**config.mk**
```make
export PLATFORM = sky130hd
export DESIGN_NAME = key_schedule_ctrl
export DESIGN_NICKNAME = d
export VERILOG_FILES = /design/src/rtl/present_pkg.sv /design/src/rtl/key_update.sv /design/src/rtl/key_schedule_ctrl.sv
export SDC_FILE = /design/constraint.sdc
export NUM_CORES = 1
export LEC_CHECK = 0
export CORE_MARGIN = 3
export CORE_UTILIZATION = 28
export DETAILED_ROUTE_END_ITERATION = 10
export HOLD_SLACK_MARGIN = 0.03
export SLEW_MARGIN = 15
export SYNTH_ARGS = -nofsm -noshare
export SYNTH_HDL_FRONTEND = slang
export SYNTH_SLANG_ARGS = --single-unit
```
**constraint.sdc**
```tcl
create_clock -name clk -period 2.89 [get_ports clk]
set_clock_uncertainty 0.15 [all_clocks]
set_input_delay 0.4335 -clock clk [delete_from_list [all_inputs] [get_ports clk]]
set_output_delay 0.4335 -clock clk [all_outputs]
set_load 0.03 [all_outputs]
```
**src/rtl/present_pkg.sv**
```systemverilog
// Shared constants, state encoding and PRESENT S-box for the round-key scheduler.
// Pure declarations: no latency and no flow control of its own.
// The key_update datapath and key_schedule_ctrl both import this package.
package present_pkg;

    localparam int KEY_W = 20;
    localparam int RK_W  = 16;
    localparam int CNT_W = 4;
    localparam int ROT_L = 13;

    typedef enum logic [1:0] {
        ST_IDLE  = 2'd0,
        ST_ISSUE = 2'd1,
        ST_DONE  = 2'd2
    } ks_state_e;

    // Entry i lives in nibble i: S(0)=C, S(1)=5, ... S(15)=2.
    localparam logic [63:0] SBOX_TABLE = 64'h2174_8FE3_DA09_B65C;

    function automatic logic [3:0] sbox_lookup(input logic [3:0] x);
        return SBOX_TABLE[{x, 2'b00} +: 4];
    endfunction

endpackage

```
**src/rtl/key_update.sv**
```systemverilog
// Next-key function: rotate left by 13, S-box on the top nibble, XOR counter into bits [7:4].
// Purely combinational, zero cycles.
// No handshake; the caller decides when the result is loaded.
module key_update
    import present_pkg::*;
(
    input  logic [KEY_W-1:0] key_cur,
    input  logic [CNT_W-1:0] cnt,
    output logic [KEY_W-1:0] key_nxt
);

    logic [KEY_W-1:0] key_rot;

    always_comb begin
        key_rot        = {key_cur[KEY_W-ROT_L-1:0], key_cur[KEY_W-1:KEY_W-ROT_L]};
        key_nxt        = key_rot;
        key_nxt[19:16] = sbox_lookup(key_rot[19:16]);
        key_nxt[7:4]   = key_rot[7:4] ^ cnt;
    end

endmodule

```
**src/rtl/key_schedule_ctrl.sv**
```systemverilog
// Issues NUM_RK round keys from a captured master key, one per valid/ready transfer.
// First key one cycle after start; one key per cycle while rk_ready stays high.
// rk_ready low holds round_key/rk_index; abort drops the schedule and scrubs the key.
module key_schedule_ctrl
    import present_pkg::*;
#(
    parameter int NUM_RK = 16
) (
    input  logic              clk,
    input  logic              rst,
    input  logic              start,
    input  logic [KEY_W-1:0]  key_in,
    input  logic              abort,
    output logic              rk_valid,
    input  logic              rk_ready,
    output logic [RK_W-1:0]   round_key,
    output logic [CNT_W-1:0]  rk_index,
    output logic              busy,
    output logic              done
);

    localparam logic [CNT_W-1:0] LAST_IDX = CNT_W'(NUM_RK - 1);

    ks_state_e        state, state_nxt;
    logic [KEY_W-1:0] key_reg, key_reg_nxt;
    logic [KEY_W-1:0] key_upd;
    logic [CNT_W-1:0] idx_nxt;
    logic [CNT_W-1:0] cnt_nxt;

    assign cnt_nxt = rk_index + CNT_W'(1);

    key_update u_key_update (
        .key_cur (key_reg),
        .cnt     (cnt_nxt),
        .key_nxt (key_upd)
    );

    always_ff @(posedge clk or posedge rst) begin
        if (rst) begin
            state    <= ST_IDLE;
            key_reg  <= '0;
            rk_index <= '0;
        end else begin
            state    <= state_nxt;
            key_reg  <= key_reg_nxt;
            rk_index <= idx_nxt;
        end
    end

    always_comb begin
        state_nxt   = state;
        key_reg_nxt = key_reg;
        idx_nxt     = rk_index;
        case (state)
            ST_IDLE: begin
                if (start) begin
                    key_reg_nxt = key_in;
                    idx_nxt     = '0;
                    state_nxt   = ST_ISSUE;
                end
            end
            ST_ISSUE: begin
                // Abort wins over a simultaneous transfer so no key is advanced.
                if (abort) begin
                    key_reg_nxt = '0;
                    idx_nxt     = '0;
                    state_nxt   = ST_IDLE;
                end else if (rk_ready) begin
                    if (rk_index == LAST_IDX) begin
                        state_nxt = ST_DONE;
                    end else begin
                        key_reg_nxt = key_upd;
                        idx_nxt     = cnt_nxt;
                    end
                end
            end
            ST_DONE: begin
                state_nxt = ST_IDLE;
            end
            default: begin
                state_nxt = ST_IDLE;
            end
        endcase
    end

    assign rk_valid  = (state == ST_ISSUE);
    assign busy      = (state != ST_IDLE);
    assign done      = (state == ST_DONE);
    assign round_key = key_reg[KEY_W-1:KEY_W-RK_W];

endmodule

```
==> impl_metrics.yaml, run 1 <==
run_status:
  status: "finished, final reports clean"
detailed_routing:
  drc: 0
  ant_nets: 0
  wire_per_inst_um: 15.3
  viasPerCell: 4.96
  drt_iter0_markers: 127
  vias: 1300
  drt_wl_total_um: 4020
  firstDrtPassIters: 5
yosys:
  yosysTopAreaCell: "dfrtp_1"
  yosysMostFrequentCell: "dfrtp_1"
  synth_nets: 192
  synth_cells: 161
  netlist_top_cells_area: "dfrtp_1 (39%), buf_4 (8.0%), a222oi_1 (5.9%), ha_1 (4.5%), inv_1 (4.2%)"
  syn_avg_cell_area_sq_um: 10.5
  yosysWarnings: 0
  syn_area_sq_um: 1680
  ys_ff_latch: 26
  synth_ff_type: "dfrtp_1"
  synth_edf_count: 0
  synth_top_area_share_pct: 38.6
  yosysUniqueCellTypes: 44
  seq_area_frac_synth_pct: 38.6
  yosys-top-cells-count: "dfrtp_1 (26), inv_1 (19), buf_4 (18)"
  async_reset_ff_share_pct: 100
timing:
  hold_viol_final: 0
  min_period_ps: 2400
  fmax_mhz: 417
  rsz0062_at_grt: "false"
  finalCritPeriodShare_pct: 83.0
  tns_ps: 0
  setup_viol: 0
  worstMarginPinSlew_ps: 448
  setup_slack_ps: 492
  maxSlewHeadroom_pct: 70.1
  drv_slew: 0
placement:
  gp_congestion: 0.743
  port_buffers: 47
  post-place-ws_ps: 579
  dpl-instance-area_sq_um: 2070
  dp_hpwl_um: 2990
floorplan:
  fp.dieArea_sq_um: 6980
  dieHeight_um: 83.6
  core-area_sq_um: 5680
  dieWidth_um: 83.6
  io_pins: 48
  rows: 27
  initial_core_util_pct: 29.7
worst_setup_path:
  setup.worst_path.start: "state[0]"
  cp.arrival_ps: 1810
  critical_path_class: "reg2out"
  rr_startpoint: "key_reg[4]"
  cp_max_fo: 13
  startpoint_type: "flip-flop"
  endpoint_kind: "output port"
  cp_data_required_time_ps: 2310
global_route:
  grt_pass1_wl_um: 6520
  grt_pass1_vias: 1282
  grt_overflow_total: 0
  grt_max_degree: 27
  antenna_found_initial: 0
  gr-usage-all-layers_pct: 11.5
cts:
  cts_root_buffer: "clkbuf_8"
  postCtsHoldBufs: 0
  ctsResizeCount: 0
  clkTransAtPathRegs_ps: 90
  cts_num_sinks: 26
  post_cts_buffers: 0
  tritoncts: "yes"
  cts_buffer_depth: 2
  numCtsBuffers: 3
  clock_latency_ps: 280
  htreeDepth: 1
finish:
  final_nets: 222
  syn2layout_area_growth_pct: 26.2
  finish.utilization_pct: 37.4
  n_antenna_cell: 0
  drive_above_1_share_pct: 10.5
  largest_register_ff_count: 20
  design_area_sq_um: 2120
run:
  max_cap_violations: 0
power_and_ir_drop:
  power_density_nw_per_um2: 631
  p_leak_nw: 0.949
  irDropWorstVdd_mv: 0.328
hold_path:
  worstHoldPathType: "in2async"
## area by class of cell
class	instances	area, sq um
timing repair buffer	52	508
tap	72	90.1
fill	588	3550
sequential	26	651
clock buffer	4	55.1
multi-input combinational	89	749
inverter	19	71.3
## where the power goes
part | switching [W] | total, W | leakage, nW | internal, W
combinational | 0.000295 | 0.000572 | 0.588 | 0.000276
sequential | 0.0000940 | 0.000527 | 0.333 | 0.000433
clock | 0.000119 | 0.000241 | 0.0288 | 0.000122
total | 0.000509 | 0.00134 | 0.949 | 0.000832
## metrics by stage
step	cells	hold slack (ps)	power (W)
2_1_floorplan	161	301	0.000970
3_3_place_gp	258	324	0.00111
3_5_place_dp	258	330	0.00111
4_1_cts	262	353	0.00135
5_1_grt	262	368	0.00142
6_report	262	353	0.00134
## worst paths after layout
check	end	slack (ps)	depth (start not counted)
hold reg to reg	key_reg[0]	360	2
setup reg to reg	key_reg[18]	660	5
setup / recovery	rk_valid	490	2
hold / removal	key_reg[3]	350	3
min in group clk	key_reg[0]	360	2
max in group asynchronous	key_reg[0]	1980	3
## cells in the final DEF, fill, tap and decap left out, types with 2 or more instances in the layout
cell type / count
a21oi_1: 9
a221o_2: 2
a221oi_1: 2
a222oi_1: 10
a22o_1: 2
a31oi_1: 2
buf_4: 5
clkbuf_8: 4
clkdlybuf4s50_1: 47
dfrtp_1: 26
ha_1: 6
inv_1: 19
mux2i_1: 3
mux4_2: 2
nand2_1: 4
nand2b_1: 5
nand3b_1: 3
nor2_1: 4
nor2b_1: 4
nor3b_2: 2
o22a_1: 2
o32a_1: 2
xnor2_1: 5
xor2_1: 2
## critical path, cell delays in order (launching register included)
cell	delay, ps
dfrtp_1	600
nor2b_1	240
clkdlybuf4s50_1	700
## cell families (layout without fill, tap and decap cells)
family / count (synthesis) / after routing / synth area share (%)
buffers and inverters: 46 / 75 / 16.9
AOI/OAI and AO/OA: 41 / 41 / 20.4
and+or+nand+nor: 29 / 29 / 10.8
DFF: 26 / 26 / 38.6
xor gates and xnor gates: 7 / 7 / 3.64
adders and majority gates: 6 / 6 / 4.46
muxes: 6 / 6 / 5.13
## per-layer routing
layer  up-vias  wire length [um]  track usage [%]
met5         -                 0                0
met2        55              1800             17.3
met3         5               298             2.96
met1       617              1890             16.7
met4         0                29             2.19
li1        623                 -                -
(Power assumes the default switching activity.)
==> run 2, diff against run 1 <==
Clock period 2.89 ns to 2.14 ns, I/O delays scaled along.
==> run 2 against run 1 <==
Final cell count grew 3.4%. Largest cell class unchanged. Cell area increased by 4.3%. Largest power group unchanged. Die area is the same. Non-clock buffer count grew 9. Setup slack worse by 410 ps. Sequential power increased by 31%. Core utilization rose by 1.6 points. Worst hold slack worse by 100 ps. Count of clock-buffer cells in the layout stayed put. Critical endpoint is now key_reg[18].
==> impl_metrics.yaml, run 2 (synthesis results as in run 1) <==
detailed_routing:
  met1_length_um: 1960
  vias: 1292
  firstDrtPassIters: 4
  viasPerCell: 4.77
  drt_iter0_markers: 85
  wire_per_inst_um: 15.1
  ant_nets: 0
  wl_met2_um: 1870
  drc: 0
  top_layer: "met4"
  route.met3.wl_um: 244
  drt_wl_total_um: 4090
placement:
  port_buffers: 47
  gp_congestion: 0.768
  dp_hpwl_um: 3110
  place_inst: 267
  dpl-instance-area_sq_um: 2160
finish:
  instances_no_fill: 271
  drive_above_1_share_pct: 16.1
  final_nets: 231
  final_cell_mix: "clkdlybuf4s50_1 (45), dfrtp_1 (24), inv_1 (19)"
  largest_register_ff_count: 20
  fillers: 579
  design_area_sq_um: 2220
  finish.utilization_pct: 39.0
  n_antenna_cell: 0
  layout_commonest_cell: "clkdlybuf4s50_1"
  syn2layout_area_growth_pct: 31.6
worst_setup_path:
  endpoint_kind: "flip-flop"
  cp_data_required_time_ps: 2160
  crit_chain: "inv_1, ha_1, mux4_2, and2_0, o32a_1"
  slowest_delay_ps: 470
  r2r-end: "key_reg[18]"
  r2r_cells: 5
  rr_startpoint: "key_reg[4]"
  startpoint_type: "flip-flop"
  crit_family: "multiplexers"
  reg2reg_slack_ps: 80
  cp.arrival_ps: 2080
  critical_path_class: "reg2reg"
  critPathBufInv: 1
  cp_max_fo: 5
  cp_slowest_cell: "mux4_2"
global_route:
  antenna_found_initial: 0
  grt_pass1_vias: 1320
  grt_overflow_total: 0
  grt_pass1_wl_um: 6930
  grt_max_degree: 27
  gr-usage-all-layers_pct: 12.1
cts:
  cts_num_sinks: 26
  clock_latency_ps: 270
  postCtsHoldBufs: 0
  htreeDepth: 1
  clkTransAtPathRegs_ps: 100
  cts_buffer_depth: 2
  numCtsBuffers: 3
  tritoncts: "yes"
  post_cts_buffers: 0
  cts_root_buffer: "clkbuf_8"
timing:
  setup_viol: 0
  drv_slew: 0
  maxSlewHeadroom_pct: 76.3
  finalCritPeriodShare_pct: 96.2
  fmax_mhz: 486
  hold_viol_final: 0
  worstMarginPinSlew_ps: 355
  min_period_ps: 2060
  rsz0062_at_grt: "false"
  tns_ps: 0
floorplan:
  fp.dieArea_sq_um: 6980
  initial_core_util_pct: 29.7
  core-area_sq_um: 5680
  rows: 27
  io_pins: 48
  dieWidth_um: 83.6
  dieHeight_um: 83.6
hold_path:
  worstHoldPathType: "in2async"
power_and_ir_drop:
  internal_power_w: 0.00116
  power_w: 0.00186
  switchingPower_w: 0.000693
  irDropWorstVdd_mv: 0.430
  pwr-share-clk_pct: 17.3
  power_frac_comb_pct: 45.4
  swShare_pct: 37.4
  power_density_nw_per_um2: 837
  power_frac_seq_pct: 37.4
  p_leak_nw: 1.00
run:
  max_cap_violations: 0
run_status:
  status: "finished, final reports clean"
## run 2: cell count changes in the layout (fill, tap and decap cells not counted)
cell             change
clkdlybuf4s50_1      -2
buf_4                +8
buf_12               +2
dfrtp_1              -2
dfrtp_2              +2
dlygate4sd2_1        +1
## run 2: through the flow
stage / setup slack, ps / hold WS, ps
final: 81.1 / 249
after floorplan: 25.6 / 211
after global routing: 4.84 / 282
after detailed placement: 38.4 / 329
after CTS: 18.5 / 265
after global placement: 86.0 / 324
## run 2: metal layers
layer  global-route usage [%]  up-vias
li1                         -      640
met2                     18.7       38
met1                     17.4      612
met5                        0        -
met3                     3.16        2
met4                     1.75        0
## run 2: layout make-up
class	count	area (sq um)	share of cell area [%]
Clock buffer	4	55.1	2.48
Multi-Input combinational cell	89	749	33.8
Inverter	19	71.3	3.22
Sequential cell	26	653	29.5
Timing Repair Buffer	61	597	26.9
Tap cell	72	90.1	4.07
## run 2: how the worst max path moves through the flow
stage | startpoint | end | slack [ps] | depth (start not counted)
global route | key_reg[6] | round_key[2] | 5 | 1
global placement | key_reg[4] | key_reg[18] | 90 | 5
finish | key_reg[4] | key_reg[18] | 80 | 5
CTS | key_reg[4] | key_reg[18] | 20 | 5
detailed placement | key_reg[4] | key_reg[18] | 40 | 5
floorplan | rk_index[0] | key_reg[0] | 30 | 7
## run 2: tightest hold or removal path, delay by kind of cell
kind | cells | cell delay (ps)
buffers and inverters | 3 | 760
## run 2: what timing repair did
| item | CTS | global route |
|---|---|---|
| endpoints found under the setup margin | 2 | 1 |
| gates cloned | 0 | 0 |
| resized for setup | 2 | 1 |
| endpoints found under the hold margin | 0 | 0 |
## run 2: power by group through the flow
stage,Clock (W),Sequential [W],Combinational (W)
2_1_floorplan,0,0.000671,0.000639
3_3_place_gp,0,0.000702,0.000844
3_5_place_dp,0,0.000703,0.000848
4_1_cts,0.000329,0.000695,0.000851
5_1_grt,0.000354,0.000710,0.000916
6_report,0.000320,0.000693,0.000842
